<file path="src/rtl/bin_to_bcd_serial_pkg.sv">
// Shared widths, FSM states and result payload for the serial binary-to-BCD converter.
package bin_to_bcd_serial_pkg;

    localparam int unsigned BIN_W      = 8;
    localparam int unsigned DIGITS     = 3;
    localparam int unsigned BCD_W      = 4;
    localparam int unsigned ITER_CNT_W = 3;
    localparam int unsigned BCD_FLD_W  = DIGITS * BCD_W;
    localparam int unsigned SCRATCH_W  = BCD_FLD_W + BIN_W;

    typedef enum logic [1:0] {
        IDLE  = 2'd0,
        SHIFT = 2'd1,
        DONE  = 2'd2
    } state_t;

    typedef struct packed {
        logic [BCD_W-1:0] hundreds;
        logic [BCD_W-1:0] tens;
        logic [BCD_W-1:0] ones;
    } bcd_digits_t;

endpackage

</file>
<file path="src/rtl/bin_to_bcd_serial_if.sv">
// Operand/result handshake bundle for bin_to_bcd_serial.
interface bin_to_bcd_serial_if;
    import bin_to_bcd_serial_pkg::*;

    logic [BIN_W-1:0] bin_in;
    logic             in_valid;
    logic             in_ready;
    logic [BCD_W-1:0] bcd_hundreds;
    logic [BCD_W-1:0] bcd_tens;
    logic [BCD_W-1:0] bcd_ones;
    logic             out_valid;
    logic             out_ready;
    logic             busy;

    modport master (
        output bin_in, in_valid, out_ready,
        input  in_ready, bcd_hundreds, bcd_tens, bcd_ones, out_valid, busy
    );

    modport slave (
        input  bin_in, in_valid, out_ready,
        output in_ready, bcd_hundreds, bcd_tens, bcd_ones, out_valid, busy
    );
endinterface

</file>
<file path="src/rtl/bcd_digit_adjust.sv">
// Double-dabble nibble correction: add 3 to any digit of 5 or more before the shift.
module bcd_digit_adjust
    import bin_to_bcd_serial_pkg::*;
(
    input  logic [BCD_W-1:0] nib_in,
    output logic [BCD_W-1:0] nib_out_c
);
    always_comb begin
        nib_out_c = nib_in;
        if (nib_in >= BCD_W'(5)) nib_out_c = nib_in + BCD_W'(3);
    end
endmodule

</file>
<file path="src/rtl/bin_to_bcd_serial.sv">
// Serial 8-bit binary to 3-digit BCD converter (shift-and-add-3), one bit per enabled cycle.
module bin_to_bcd_serial
    import bin_to_bcd_serial_pkg::*;
(
    input  logic                  clk,
    input  logic                  rst_n,
    input  logic                  ena,
    bin_to_bcd_serial_if.slave    bus
);
    state_t                  state;
    logic [ITER_CNT_W-1:0]   iter_cnt;
    logic [SCRATCH_W-1:0]    scratch;
    bcd_digits_t             digits;
    logic [BCD_FLD_W-1:0]    adj_c;
    logic [SCRATCH_W-1:0]    shifted_c;

    for (genvar d = 0; d < DIGITS; d++) begin : g_adj
        bcd_digit_adjust u_adj (
            .nib_in    (scratch[BIN_W + d*BCD_W +: BCD_W]),
            .nib_out_c (adj_c[d*BCD_W +: BCD_W])
        );
    end

    // The top adjusted bit can never be set for an 8-bit operand; truncation drops it.
    assign shifted_c = SCRATCH_W'({adj_c, scratch[BIN_W-1:0]} << 1);

    always_ff @(posedge clk or negedge rst_n) begin
        if (!rst_n) begin
            state    <= IDLE;
            iter_cnt <= '0;
            scratch  <= '0;
            digits   <= '0;
        end else if (ena) begin
            case (state)
                IDLE: begin
                    if (bus.in_valid) begin
                        scratch  <= {BCD_FLD_W'(0), bus.bin_in};
                        iter_cnt <= '0;
                        state    <= SHIFT;
                    end
                end
                SHIFT: begin
                    scratch  <= shifted_c;
                    iter_cnt <= iter_cnt + ITER_CNT_W'(1);
                    if (iter_cnt == ITER_CNT_W'(BIN_W - 1)) begin
                        digits <= bcd_digits_t'(shifted_c[SCRATCH_W-1:BIN_W]);
                        state  <= DONE;
                    end
                end
                DONE: begin
                    if (bus.out_ready) state <= IDLE;
                end
                default: state <= IDLE;
            endcase
        end
    end

    assign bus.in_ready     = (state == IDLE);
    assign bus.out_valid    = (state == DONE);
    assign bus.busy         = (state == SHIFT);
    assign bus.bcd_hundreds = digits.hundreds;
    assign bus.bcd_tens     = digits.tens;
    assign bus.bcd_ones     = digits.ones;

endmodule

</file>
<file path="src/flat_wrapper.sv">
// flat-port wrapper written by rule: the top's interface ports become plain ports
module bin_to_bcd_serial_flat import bin_to_bcd_serial_pkg::*;
  (clk, rst_n, ena, bus_bin_in, bus_in_valid, bus_out_ready, bus_in_ready, bus_bcd_hundreds, bus_bcd_tens, bus_bcd_ones, bus_out_valid, bus_busy);
  bin_to_bcd_serial_if bus_i ();
  input  logic clk;
  input  logic rst_n;
  input  logic ena;
  input wire logic [$bits(bus_i.bin_in)-1:0] bus_bin_in;
  input wire logic [$bits(bus_i.in_valid)-1:0] bus_in_valid;
  input wire logic [$bits(bus_i.out_ready)-1:0] bus_out_ready;
  output wire logic [$bits(bus_i.in_ready)-1:0] bus_in_ready;
  output wire logic [$bits(bus_i.bcd_hundreds)-1:0] bus_bcd_hundreds;
  output wire logic [$bits(bus_i.bcd_tens)-1:0] bus_bcd_tens;
  output wire logic [$bits(bus_i.bcd_ones)-1:0] bus_bcd_ones;
  output wire logic [$bits(bus_i.out_valid)-1:0] bus_out_valid;
  output wire logic [$bits(bus_i.busy)-1:0] bus_busy;
  assign bus_i.bin_in = bus_bin_in;
  assign bus_i.in_valid = bus_in_valid;
  assign bus_i.out_ready = bus_out_ready;
  assign bus_in_ready = bus_i.in_ready;
  assign bus_bcd_hundreds = bus_i.bcd_hundreds;
  assign bus_bcd_tens = bus_i.bcd_tens;
  assign bus_bcd_ones = bus_i.bcd_ones;
  assign bus_out_valid = bus_i.out_valid;
  assign bus_busy = bus_i.busy;
  bin_to_bcd_serial u_core (.clk(clk), .rst_n(rst_n), .ena(ena), .bus(bus_i));
endmodule
</file>
<file path="config.mk">
export PLATFORM = sky130hd
export DESIGN_NAME = bin_to_bcd_serial_flat
export DESIGN_NICKNAME = d
export VERILOG_FILES = /design/src/rtl/bin_to_bcd_serial_pkg.sv /design/src/rtl/bin_to_bcd_serial_if.sv /design/src/rtl/bcd_digit_adjust.sv /design/src/rtl/bin_to_bcd_serial.sv /design/src/flat_wrapper.sv
export SDC_FILE = /design/constraint.sdc
export NUM_CORES = 1
export LEC_CHECK = 0
export CAP_MARGIN = 20
export CORE_UTILIZATION = 62
export CTS_CLUSTER_DIAMETER = 100
export DETAILED_ROUTE_END_ITERATION = 8
export DONT_BUFFER_PORTS = 1
export GPL_ROUTABILITY_DRIVEN = 0
export PLACE_DENSITY = 0.78
export SLEW_MARGIN = 20
export SYNTH_ARGS = -nofsm -noshare
export SYNTH_HDL_FRONTEND = slang
export SYNTH_SLANG_ARGS = --single-unit
</file>
<file path="constraint.sdc">
create_clock -name clk -period 2.2 [get_ports clk]
set_input_delay 0.22 -clock clk [delete_from_list [all_inputs] [get_ports clk]]
set_output_delay 0.22 -clock clk [all_outputs]
set_load 0.01 [all_outputs]
</file>
# After elaboration in Yosys (flattened, before gate mapping)
# Index checks and enable logic that the tools add are counted.
[classes] mux=11 reduce_logical=5 order_cmp=3 add_sub_neg=4 n_eq_ne=6
[op_table] operator="20-bit one-hot mux with 2 select lines" n=1
[op_table] operator="20-bit two-way mux" n=1
[op_table] operator="4-bit by 3-bit greater-or-equal comparator with 1-bit output (second input constant)" n=3
[op_table] operator="4-bit by 2-bit adder with 4-bit output (second input constant)" n=2
[op_table] operator="4-bit two-way mux" n=2
[op_table] operator="2-bit two-way mux" n=3
[op_table] operator="3-bit two-way mux" n=2
[op_table] operator="2-bit one-hot mux with 3 select lines" n=1
[op_table] operator="3-bit one-hot mux with 2 select lines" n=1
[op_table] operator="3-bit AND reduction" n=2
[op_table] operator="2-bit != test (second input constant)" n=2
[op_table] operator="4-bit AND reduction" n=1
[op_table] operator="3-bit by 1-bit adder with 3-bit output (second input constant)" n=1
[op_table] operator="3-bit by 2-bit adder with 3-bit output (second input constant)" n=1
[op_table] operator="3-bit == test (second input constant)" n=1
[op_table] operator="2-bit by 1-bit == test with 1-bit output (second input constant)" n=1
[op_table] operator="2-bit == test (second input constant)" n=1
[op_table] operator="2-bit logical NOT" n=1
[op_table] operator="2-bit by 1-bit != test with 1-bit output (second input constant)" n=1
[op_table] operator="2-bit nonzero test" n=1
[totals] inputBits=13 elab_cells=35 regBits=37

# Longest topological paths before layout
[logic_depth] word_depth=3 mapped_depth=6 depth_no_buf=6

# Hierarchy
# A second synthesis with hierarchy kept.
[unflattened] cells_unflattened=155 area_unflattened_um2=1830.5
[modules_own_cells] module="bin_to_bcd_serial" area_each_um2=1526.5 n_inst=1 seq_area_each_um2=925.9 cells_each=107
[modules_own_cells] module="bcd_digit_adjust" area_each_um2=101.3 n_inst=3 seq_area_each_um2=0.0 cells_each=16

# Worst setup path after synthesis
# No wires, ideal clock.
[synth_timing] path_type="flip-flop to flip-flop" startpoint="reg u_core.scratch[12]" endpoint="reg u_core.scratch[14]" path_stages_with_launch=7 setup_ns=0.083 required_time_ns=2.117 period_less_slack_ns=1.582 path_slack_ns=0.618 arrival_ns=1.500 path_cell_list="dfrtp_1 inv_1 ha_1 nand2b_1 a21oi_1 mux2_2 o21ai_0"
[synth_via] elab_chain_cells=3
[synth_lines] element="start: declaration" line="bin_to_bcd_serial.sv:12" text="logic [SCRATCH_W-1:0] scratch;"
[synth_lines] element="start signal: assignment" line="bin_to_bcd_serial.sv:37" text="scratch <= {BCD_FLD_W'(0), bus.bin_in};"
[synth_lines] element="start signal: assignment" line="bin_to_bcd_serial.sv:43" text="scratch <= shifted_c;"
[synth_lines] element="4-bit by 2-bit adder with 4-bit output / 4-bit by 3-bit greater-or-equal comparator with 1-bit output (equally long branches)" line="bcd_digit_adjust.sv:10" text="if (nib_in >= BCD_W'(5)) nib_out_c = nib_in + BCD_W'(3);"
[synth_lines] element="4-bit two-way mux (*)" line="bcd_digit_adjust.sv:10"
[synth_lines] element="20-bit one-hot mux with 2 select lines (*)" line="bin_to_bcd_serial.sv:34" text="case (state)"
# Mark *: on every way between the ends. The rest lies on a longest branch, timed or not.
# A chain may end at the register's enable or synchronous reset.

# Final worst setup path
# Same ends and word-level chain as after synthesis.

==> impl_metrics.env <==
export IMPL_critPathBufInv=1
export IMPL_relSlewSlack=0.6005
export IMPL_holdCritPathClass="primary input to flip-flop"
export IMPL_start_util=0.6499
export IMPL_ys_warn_count=0
export IMPL_clock_path_buffers=2
export IMPL_htree_num_levels=2
export IMPL_pwr_share_clk=0.138
export IMPL_synth_enable_flop_cells=0
export IMPL_dieArea_mm2=0.003084
export IMPL_ir_drop_mv=0.9163
export IMPL_synth_cells=167
export IMPL_root_buffer="clkbuf_4"
export IMPL_met2_length_um=1678
export IMPL_final_util=0.6824
export IMPL_skew_ns=0.01031
export IMPL_dr_max_layer_used="met4"
export IMPL_ys_seq_area_frac=0.5211
export IMPL_finalHoldViolations=0
export IMPL_critPathSlowestCell="dfrtp_1"
export IMPL_drv_slew=0
export IMPL_synth_area_leaders="dfrtp_1 52%, o21ai_0 6.8%, ha_1 5.6%"
export IMPL_fp_dieW_um=55.53
export IMPL_synth_cell_type_count=26
export IMPL_swShare=0.3994
export IMPL_ant_nets=0
export IMPL_tritoncts="yes"
export IMPL_area_growth_pct=5.000
export IMPL_layout_drive_gt1_share=0.1000
export IMPL_syn_num_nets=188
export IMPL_met1Wirelength_um=1348
export IMPL_num_nets_final=191
export IMPL_postCtsResizedCells=0
export IMPL_min_period_over_period=0.8286
export IMPL_die_y_um=55.53
export IMPL_wire_per_inst_um=15.86
export IMPL_layout_commonest_cell="dfrtp_1"
export IMPL_drt_iter0_drc=32
export IMPL_start_kind="flip-flop"
export IMPL_p_int_uw=1556
export IMPL_criticalPathCategory="flip-flop to flip-flop"
export IMPL_ioPinCount=28
export IMPL_yosys_area_top_type="dfrtp_1"
export IMPL_rows=19
export IMPL_synth_main_ff_cell="dfrtp_1"
export IMPL_place_hpwl_um=2320
export IMPL_core_area_mm2=0.002734
export IMPL_final_cell_mix="37 x dfrtp_1, 25 x nand2_1, 24 x o21ai_0"
export IMPL_syn_area_mm2=0.001777
export IMPL_wirelength_um=3188
export IMPL_final_area_mm2=0.001866
export IMPL_n_antenna_cell=0
export IMPL_power_density_mw_per_mm2=1389
export IMPL_pwr_share_seq=0.464
export IMPL_cap_viol_max_count=0
export IMPL_grt_start_max_net_pins=38
export IMPL_port_buffer_count=0
export IMPL_cp_arrival_ns=2.08
export IMPL_placed_cell_area_mm2=0.001780
export IMPL_cts_clk_slew_worst_paths_ns=0.10
export IMPL_p_leak_uw=0.0008491
export IMPL_timing_setup_tns_ns=0
export IMPL_via_per_inst=6.219
export IMPL_rsz0062_at_grt="false"
export IMPL_dr_pass1_iters=4
export IMPL_grt_pass1_wl_um=5471
export IMPL_cp_cell_sequence="inv_1 -> ha_1 -> nand2b_1 -> a21oi_1 -> mux2_2 -> o21ai_0"
export IMPL_p_sw_uw=1035
export IMPL_cts_sinks=37
export IMPL_cts_inserted_buffers=5
export IMPL_p_comb_frac=0.399
export IMPL_outcome="finished clean"
export IMPL_crit_fanout=5
export IMPL_grt_overflow_total=0
export IMPL_avgSynthCellArea_um2=10.64
export IMPL_grt_pass1_vias=1264
export IMPL_critPathMaxStageDelay_ns=0.41
export IMPL_vias=1250
export IMPL_antenna_found_initial=0
export IMPL_drc=0
export IMPL_wl_met3_um=115
export IMPL_critPathTopFamily="flip-flops"
export IMPL_grt_use_total=0.2337
export IMPL_synth_top_area_share=0.5211
export IMPL_fmax_mhz=548.6
export IMPL_cp_end_kind="flip-flop"
export IMPL_fillCellCount=211
export IMPL_tightest_slew_ns=0.5967
export IMPL_synthArstFlopShare=1.000
export IMPL_ys_ff_latch=37
export IMPL_setup_viol=0
export IMPL_fin_crit_ns=1.823
export IMPL_insertion_delay_ns=0.33
export IMPL_cp_required_ns=2.45
==> flip-flops by register name, indices dropped and copies added, names as in the netlist <==
register and flops:
u_core.scratch 20, u_core.bus.bcd_hundreds 4, u_core.bus.bcd_ones 4, u_core.bus.bcd_tens 4
u_core.iter_cnt 3, u_core.state 2
==> cells in the mapped netlist, drive strengths merged (2+ instances only) <==
| library cell | instances |
|---|---|
| dfrtp | 37 |
| o21ai | 27 |
| nand2 | 27 |
| o31ai | 3 |
| a22o | 2 |
| buf | 6 |
| xnor2 | 3 |
| a32o | 4 |
| clkbuf | 2 |
| mux2i | 7 |
| nor3b | 5 |
| nor2 | 3 |
| o22ai | 5 |
| nand2b | 4 |
| mux2 | 4 |
| inv | 7 |
| ha | 8 |
| a21oi | 9 |
==> power by group through the flow <==
stage	logic (uW)	registers, uW	clock network, uW
after floorplan	856	1150	0
after global placement	952	1190	0
after detailed placement	1020	1210	0
after CTS	1040	1200	368
after global routing	1170	1240	397
final	1030	1200	357
==> through the flow <==
stage,setup slack (ns),std cells,hold WS (ns),power (uW)
6_report,0.3771,201,0.05032,2591
5_1_grt,0.2809,201,0.04200,2798
4_1_cts,0.3877,201,0.03684,2608
3_5_place_dp,0.4028,192,-0.07483,2230
3_3_place_gp,0.5544,192,-0.07473,2140
2_1_floorplan,0.6177,167,-0.07559,2009
==> timing repair <==
action,4_1_cts,5_1_grt
endpoints found under the hold margin,37,0
setup endpoints to repair,0,0
hold buffers,2,0
buffers inserted,0,0
==> worst paths after layout <==
| path | cells past startpoint | slack (ns) | endpoint | start |
|---|---|---|---|---|
| max reg2reg | 6 | 0.38 | u_core.scratch[14]$_DFFE_PN0P_ | u_core.scratch[12]$_DFFE_PN0P_ |
| min | 2 | 0.05 | u_core.scratch[0]$_DFFE_PN0P_ | bus_bin_in[0] |
| min in group asynchronous | 2 | 0.32 | u_core.bus.bcd_ones[1]$_DFFE_PN0P_ | rst_n |
| max | 6 | 0.38 | u_core.scratch[14]$_DFFE_PN0P_ | u_core.scratch[12]$_DFFE_PN0P_ |
| min reg2reg | 1 | 0.49 | u_core.iter_cnt[0]$_DFFE_PN0P_ | u_core.iter_cnt[0]$_DFFE_PN0P_ |
| max in group asynchronous | 2 | 1.69 | u_core.scratch[0]$_DFFE_PN0P_ | rst_n |
==> worst reg2reg max path: stages (launching register included) <==
cell	delay, ns
dfrtp_1	0.41
inv_1	0.11
ha_1	0.31
nand2b_1	0.13
a21oi_1	0.25
mux2_2	0.38
o21ai_0	0.15
==> cells by family after synthesis <==
| group | share of synthesized area |
|---|---|
| adder cells (fa/ha/maj) | 0.05634 |
| AO/OA/AOI/OAI | 0.1894 |
| buffers and inverters | 0.04296 |
| flip-flops | 0.5211 |
| AND/OR/NAND/NOR | 0.1106 |
| XOR/XNOR | 0.01479 |
| multiplexers | 0.06479 |
==> cell type report <==
type / instances / area (um2) / share of cell area
inverter: 7 / 26.28 / 0.01408
timing repair buffer: 4 / 45.04 / 0.02414
sequential: 37 / 925.9 / 0.4963
tap: 31 / 38.79 / 0.02079
clock buffer: 7 / 55.05 / 0.02951
multi-input combinational: 115 / 774.5 / 0.4152
==> routing by layer <==
metal  track usage  up-vias
met3       0.09368        7
met1        0.2496      611
met4       0.08214        0
met2        0.4148       35
met5             0        -
li1              -      597
(Power assumes the default switching activity.)
